[config.mk]
export PLATFORM = sky130hd
export DESIGN_NAME = rgb_fade_sequencer_flat
export DESIGN_NICKNAME = d
export VERILOG_FILES = /design/src/rtl/led_pkg.sv /design/src/rtl/rgb_fade_sequencer_if.sv /design/src/rtl/pwm_channel.sv /design/src/rtl/rgb_fade_sequencer.sv /design/src/flat_wrapper.sv
export SDC_FILE = /design/constraint.sdc
export NUM_CORES = 1
export LEC_CHECK = 0
export CORE_MARGIN = 2
export CORE_UTILIZATION = 49
export CTS_CLUSTER_DIAMETER = 50
export DETAILED_ROUTE_END_ITERATION = 8
export PLACE_DENSITY_LB_ADDON = 0.15
export SYNTH_ARGS = -nofsm -noshare
export SYNTH_HDL_FRONTEND = slang
export SYNTH_SLANG_ARGS = --single-unit
export TNS_END_PERCENT = 1
[constraint.sdc]
create_clock -name clk -period 4.4 [get_ports clk]
set_clock_uncertainty 0.15 [all_clocks]
set_input_delay 0.88 -clock clk [delete_from_list [all_inputs] [get_ports clk]]
set_output_delay 0.88 -clock clk [all_outputs]
set_load 0.01 [all_outputs]
[src/rtl/led_pkg.sv]
// led_pkg: shared mode/state encodings, duty width and duty arithmetic helpers
package led_pkg;
   localparam int DUTY_W = 8;
   typedef logic [DUTY_W-1:0] duty_t;
   typedef enum logic [1:0] {MODE_OFF, MODE_STATIC, MODE_FADE, MODE_BLINK} mode_t;
   typedef enum logic [2:0] {S_OFF, S_STATIC, S_FADE_UP, S_FADE_DOWN, S_BLINK_ON, S_BLINK_OFF} state_t;
   function automatic duty_t expand(input logic [3:0] n);
      return {n, n};
   endfunction
   function automatic duty_t toward(input duty_t d, input duty_t t);
      return d < t ? d + duty_t'(1) : d > t ? d - duty_t'(1) : d;
   endfunction
   function automatic duty_t dec_sat(input duty_t d);
      return d == '0 ? d : d - duty_t'(1);
   endfunction
endpackage

[src/rtl/rgb_fade_sequencer_if.sv]
// rgb_fade_sequencer_if: switch panel in, LED drive and duty/busy status out
interface rgb_fade_sequencer_if;
   import led_pkg::*;
   logic [15:0] switchPanel;
   logic rLED, gLED, bLED;
   duty_t duty_r, duty_g, duty_b;
   logic busy;
   modport master(output switchPanel, input rLED, gLED, bLED, duty_r, duty_g, duty_b, busy);
   modport slave(input switchPanel, output rLED, gLED, bLED, duty_r, duty_g, duty_b, busy);
endinterface

[src/rtl/pwm_channel.sv]
// pwm_channel: one PWM output; duty is latched only at counter wrap so periods never glitch
module pwm_channel import led_pkg::*; (
   input  logic  clk,
   input  logic  rst_n,
   input  duty_t duty,
   input  logic  wrap,
   input  duty_t cnt,
   output logic  pwm
);
   duty_t lat;
   always_ff @(posedge clk or negedge rst_n)
      if (!rst_n) lat <= '0;
      else if (wrap) lat <= duty;
   assign pwm = cnt < lat;
endmodule

[src/rtl/rgb_fade_sequencer.sv]
// rgb_fade_sequencer: RGB LED controller with off/static/fade/blink modes and shared-counter PWM
module rgb_fade_sequencer import led_pkg::*; #(
   parameter int STEP_CYCLES = 390625,
   parameter int BLINK_STEPS = 128
) (
   input logic clk,
   input logic rst_n,
   rgb_fade_sequencer_if.slave io
);
   localparam int SW = STEP_CYCLES > 1 ? $clog2(STEP_CYCLES) : 1;
   localparam int BW = BLINK_STEPS > 1 ? $clog2(BLINK_STEPS) : 1;
   logic [15:0] s1, s2;
   logic [SW-1:0] sc;
   logic [BW-1:0] bc, bc_n;
   duty_t pc;
   mode_t mode, mode_q;
   state_t st, st_n;
   duty_t [2:0] d, d_n, tgt;
   logic tick, last, unused_bits;
   assign mode = mode_t'(s2[15:14]);
   assign tgt = {expand(s2[11:8]), expand(s2[7:4]), expand(s2[3:0])};
   assign unused_bits = ^s2[13:12];
   assign tick = sc == SW'(STEP_CYCLES - 1);
   assign last = bc == BW'(BLINK_STEPS - 1);
   always_ff @(posedge clk or negedge rst_n)
      if (!rst_n) begin
         s1 <= '0;
         s2 <= '0;
         sc <= '0;
         pc <= '0;
         st <= S_OFF;
         mode_q <= MODE_OFF;
         d <= '0;
         bc <= '0;
      end else begin
         s1 <= io.switchPanel;
         s2 <= s1;
         sc <= tick ? '0 : sc + SW'(1);
         pc <= pc + duty_t'(1);
         st <= st_n;
         mode_q <= mode;
         d <= d_n;
         bc <= bc_n;
      end
   // a mode change wins over any tick landing on the same cycle
   always_comb begin
      st_n = st;
      d_n = d;
      bc_n = bc;
      if (mode != mode_q) begin
         bc_n = '0;
         st_n = mode == MODE_OFF ? S_OFF : mode == MODE_STATIC ? S_STATIC :
                mode == MODE_FADE ? S_FADE_UP : S_BLINK_ON;
         d_n = mode == MODE_OFF ? '0 : mode == MODE_FADE ? d : tgt;
      end else
         case (st)
            S_OFF: d_n = '0;
            S_STATIC: d_n = tgt;
            S_FADE_UP:
               if (tick) begin
                  for (int i = 0; i < 3; i++) d_n[i] = toward(d[i], tgt[i]);
                  if (d_n == tgt) st_n = S_FADE_DOWN;
               end
            S_FADE_DOWN:
               if (tick) begin
                  for (int i = 0; i < 3; i++) d_n[i] = dec_sat(d[i]);
                  if (d_n == '0) st_n = S_FADE_UP;
               end
            S_BLINK_ON, S_BLINK_OFF: begin
               bc_n = tick ? (last ? '0 : bc + BW'(1)) : bc;
               st_n = (tick && last) ? (st == S_BLINK_ON ? S_BLINK_OFF : S_BLINK_ON) : st;
               d_n = st_n == S_BLINK_ON ? tgt : '0;
            end
            default: st_n = S_OFF;
         endcase
   end
   assign io.busy = st inside {S_FADE_UP, S_FADE_DOWN, S_BLINK_ON, S_BLINK_OFF};
   assign io.duty_r = d[2];
   assign io.duty_g = d[1];
   assign io.duty_b = d[0];
   pwm_channel u_r (.clk(clk), .rst_n(rst_n), .duty(d[2]), .wrap(pc == 8'hFF), .cnt(pc), .pwm(io.rLED));
   pwm_channel u_g (.clk(clk), .rst_n(rst_n), .duty(d[1]), .wrap(pc == 8'hFF), .cnt(pc), .pwm(io.gLED));
   pwm_channel u_b (.clk(clk), .rst_n(rst_n), .duty(d[0]), .wrap(pc == 8'hFF), .cnt(pc), .pwm(io.bLED));
endmodule

[src/flat_wrapper.sv]
// flat-port wrapper written by rule: the top's interface ports become plain ports
module rgb_fade_sequencer_flat import led_pkg::*;
#(
   parameter int STEP_CYCLES = 390625,
   parameter int BLINK_STEPS = 128
)
  (clk, rst_n, io_switchPanel, io_rLED, io_gLED, io_bLED, io_duty_r, io_duty_g, io_duty_b, io_busy);
  rgb_fade_sequencer_if io_i ();
  input logic clk;
  input logic rst_n;
  input wire logic [$bits(io_i.switchPanel)-1:0] io_switchPanel;
  output wire logic [$bits(io_i.rLED)-1:0] io_rLED;
  output wire logic [$bits(io_i.gLED)-1:0] io_gLED;
  output wire logic [$bits(io_i.bLED)-1:0] io_bLED;
  output wire logic [$bits(io_i.duty_r)-1:0] io_duty_r;
  output wire logic [$bits(io_i.duty_g)-1:0] io_duty_g;
  output wire logic [$bits(io_i.duty_b)-1:0] io_duty_b;
  output wire logic [$bits(io_i.busy)-1:0] io_busy;
  assign io_i.switchPanel = io_switchPanel;
  assign io_rLED = io_i.rLED;
  assign io_gLED = io_i.gLED;
  assign io_bLED = io_i.bLED;
  assign io_duty_r = io_i.duty_r;
  assign io_duty_g = io_i.duty_g;
  assign io_duty_b = io_i.duty_b;
  assign io_busy = io_i.busy;
  rgb_fade_sequencer #(.STEP_CYCLES(STEP_CYCLES), .BLINK_STEPS(BLINK_STEPS)) u_core (.clk(clk), .rst_n(rst_n), .io(io_i));
endmodule
==> results.rst <==
.. list-table::
   :header-rows: 1

   * - Metric
     - Value
   * - Worst reg2reg startpoint
     - u_core.s2[11]
   * - Num ports
     - 46
   * - Maximum fanout along the worst path
     - 7
   * - Clock tree root driver cell
     - clkbuf_16
   * - Remaining Overflow, GRT
     - 0
   * - Clock latency reported for the late side of the worst-skew pair
     - ~0.42 ns
   * - Clock tree buffer depth
     - 2
   * - CP Class
     - flip-flop to output pin
   * - HPWL after detailed placement
     - about 15 mm
   * - Worst Path Buf+Inv
     - 1
   * - Count of yosys warnings during synthesis
     - 0
   * - Pwr Total
     - between 3 and 4 mW
   * - Number of inserted diodes
     - 0
   * - Via Count
     - 6,992
   * - Overall Global Routing Usage
     - ~25%
   * - Fraction of layout instances using a drive strength above 1
     - 10.99%
   * - Max FFs per register
     - 19
   * - Delay of the slowest cell on the worst path
     - 0.55 ns
   * - Via density per instance
     - 6.017
   * - Number of levels the H-tree was split into
     - 4
   * - Top FF cell, synth
     - dfrtp_1
   * - Worst VDD drop
     - around 0.27 mV
   * - Die height
     - about 130 µm
   * - Outcome
     - finished, final reports clean
   * - Post-synth EDFFs
     - 0
   * - Initial antenna violation count
     - 0
   * - Site Rows
     - 46
   * - Distinct cells, synth
     - 88
   * - Maximum clock rate
     - 259.2 MHz
   * - Number of slew-limit violations in the final report
     - 0
   * - Post-cts hold buffer count
     - 0
   * - Power density over cell area
     - between 400 and 500 nW/µm²
   * - Slowest cell on the critical path
     - clkdlybuf4s50_1
   * - Clk sinks
     - 115
   * - Routed wire per std cell
     - ~18 µm
   * - Largest registers in the final layout
     - u_core.sc: 19 flops, u_core.s1: 14 flops, u_core.s2: 14 flops
   * - Full die area
     - roughly 17,000 µm²
   * - Per-instance average area after synthesis
     - 8.990 µm²
   * - Die Wd
     - about 130 µm
   * - Net count reported at finish
     - 1,010
   * - Post-synthesis cell area
     - 8046 µm²
   * - Detailed Route Iter0 Violations
     - ~500
   * - Startpoint of the tightest hold check path
     - u_core.s1[15]
   * - Register clock-pin slew on the reported worst setup and hold paths
     - 0.05 ns
   * - Worst slew slack as a fraction of its limit
     - between 30% and 40%
   * - Number of buffers inserted by port buffering
     - 43
   * - Cells after synthesis
     - approximately 900
   * - Final worst path period need
     - just under 4 ns
   * - Starting density of the core
     - 50.47%
   * - # setup viols final
     - 0
   * - Critical path endpoint category
     - output pin
   * - Overall routed net length
     - 21.36 mm
   * - Reg-to-reg slack, setup
     - 0.70 ns
   * - Transition time at the pin with the least slew margin
     - slightly above 0.9 ns
   * - Number of buffers inserted to repair setup after CTS
     - 0
   * - Leakage power total
     - between 3 and 4 nW
   * - CP most frequent cell
     - a21o_1
   * - Synth async-reset ratio
     - 100.0%
   * - Count of TritonRoute iterations in the first routing pass
     - 6
   * - Fill cell count
     - ~1,500
   * - Fin. Hold Viols
     - 0
   * - Largest net degree at the start of global routing
     - 74
   * - Number of clock buffers inserted by TritonCTS
     - 17
   * - Maximum Capacitance Violations
     - 0
   * - Vias in the first global route
     - roughly 6,400
   * - RSZ-0062 raised after global routing
     - no
   * - Class of the tightest hold or removal check
     - flip-flop to flip-flop
   * - Remaining antenna violation count after routing
     - 0
   * - Crit-path leading delay family
     - compound AO/OA/AOI/OAI gates
   * - Sequential share of the synthesized area
     - between 30% and 40%
   * - Post-route DRC violation count
     - 0
   * - Share of the clock period used by the worst path
     - between 80% and 90%
   * - Layout overhead on the synthesized area
     - 16.45%
   * - Clock tree from TritonCTS
     - built
   * - Register bank with the most flops
     - u_core.sc
   * - Synth Net Count
     - around 1,000
   * - Number of resized instances in the post-cts repair step
     - 0
   * - Core Region
     - ~16,000 µm²
   * - Cell breakdown of the critical path
     - ha_1, a21o_1, a21o_1, a21o_1, a21oi_1, nor2b_1, o21ai_0, nand2b_1, a21oi_1, clkdlybuf4s50_1
   * - FF+latch count, synth
     - around 120
   * - Kind of start point of the critical path
     - flip-flop
   * - Data required time at the worst endpoint
     - about 3.4 ns
   * - Critical Path Source
     - u_core.pc[1]
   * - Last weighted congestion value of the routability-driven placer
     - around 0.95
   * - Global-route wire length before repair
     - 34.51 mm
   * - Critical path arrival
     - 2.83 ns
   * - Final total negative setup slack
     - 0 ns
-- worst register-to-register path, delay by kind of cell (launching register included) --
family                   cells  cell delay (ns)
AO/OA/AOI/OAI                4             1.60
buffers and inverters        1             0.14
adder cells (fa/ha/maj)      1             0.34
flip-flops                   1             0.52
AND/OR/NAND/NOR              4             0.89
-- layout make-up --
type | instances | area (µm²) | area share, %
Clock inverter | 8 | 148.9 | 1.589
Inverter | 55 | 206.4 | 2.203
Timing Repair Buffer | 64 | 585.6 | 6.249
Sequential cell | 115 | 2878 | 30.71
Clock buffer | 23 | 488.0 | 5.208
Tap cell | 216 | 270.3 | 2.884
Multi-Input combinational cell | 681 | 4793 | 51.16
-- power breakdown --
part | switching, mW | internal, mW
combinational | 0.660 | 0.468
clock | 0.473 | 1.00
sequential | 0.0998 | 1.11
-- per-stage QoR --
stage          worst slack [ns]  utilization (%)  hold slack (ns)  instances  area [µm²]
2_1_floorplan             1.235                -           0.1812        895        8046
3_3_place_gp             0.8552            54.78           0.1828       1131        8733
3_5_place_dp             0.7758            54.78           0.1847       1131        8733
4_1_cts                  0.4946            58.77           0.1925       1162        9370
5_1_grt                  0.3189            58.77           0.2014       1162        9370
6_report                 0.5425            58.77           0.1922       1162        9370
-- routing by layer --
layer	vias to the layer above	GRT usage, %	part of all wire [%]
met5	-	0	0
met4	0	8.696	2.2
met3	42	4.767	6.3
met2	241	38.89	46
met1	3350	34.56	46
li1	3359	-	-
-- cell usage in the layout, fill, tap and decap left out, types with 9 or more instances in the layout --
cell type / n
o21ai_1: 16
or2_2: 9
nor2b_1: 9
nand2_1: 74
buf_4: 22
or3_1: 9
o221ai_1: 9
dfrtp_1: 115
and3_1: 17
a22oi_1: 13
clkbuf_16: 17
nor4_1: 10
a21o_1: 15
nor2_1: 59
xor2_1: 21
inv_1: 55
clkdlybuf4s50_1: 42
a21oi_1: 44
mux2_2: 12
a211oi_1: 12
a31oi_1: 9
nand4_1: 11
ha_1: 58
xnor2_1: 34
nand2b_1: 12
nand3_1: 34
o21ai_0: 44
nor3_1: 18
-- worst paths after layout --
path | endpoint | depth (start not counted)
min in group asynchronous | u_core.pc[0] | 1
worst min register to register | u_core.s2[15] | 0
worst min-delay path | u_core.s2[15] | 0
worst max register to register | u_core.st[0] | 10
max in group asynchronous | u_core.s1[1] | 2
worst max-delay path | io_rLED | 10
-- cells by family after synthesis --
kind of cell / synth area share, %
multiplexers: 2.550
XOR/XNOR: 5.987
AO/OA/AOI/OAI: 21.96
adder cells (fa/ha/maj): 9.019
AND/OR/NAND/NOR: 19.83
buffers and inverters: 4.898
flip-flops: 35.76
-- synthesized netlist by cell type (6+ instances only) --
cell | number | area, µm²
a211oi_1 | 13 | 97.59
a21o_1 | 15 | 112.6
a21oi_1 | 44 | 220.2
a221o_1 | 8 | 80.08
a221oi_1 | 7 | 61.31
a22oi_1 | 13 | 97.59
a31oi_1 | 9 | 56.30
a32oi_1 | 6 | 52.55
and3_1 | 17 | 106.4
buf_2 | 6 | 30.03
clkbuf_1 | 34 | 127.6
dfrtp_1 | 115 | 2878
ha_1 | 58 | 725.7
inv_1 | 55 | 206.5
mux2_2 | 12 | 135.1
mux2i_1 | 7 | 70.07
nand2_1 | 74 | 277.8
nand2b_1 | 12 | 75.07
nand3_1 | 34 | 170.2
nand4_1 | 11 | 68.82
nor2_1 | 59 | 221.5
nor2b_1 | 9 | 56.30
nor3_1 | 18 | 90.09
nor4_1 | 10 | 62.56
o21ai_0 | 44 | 220.2
o21ai_1 | 16 | 80.08
o221ai_1 | 9 | 78.83
o22ai_1 | 7 | 43.79
or2_2 | 9 | 56.30
or3_1 | 9 | 56.30
xnor2_1 | 34 | 297.8
xor2_1 | 21 | 183.9
Power figures use the tool's default switching activity.
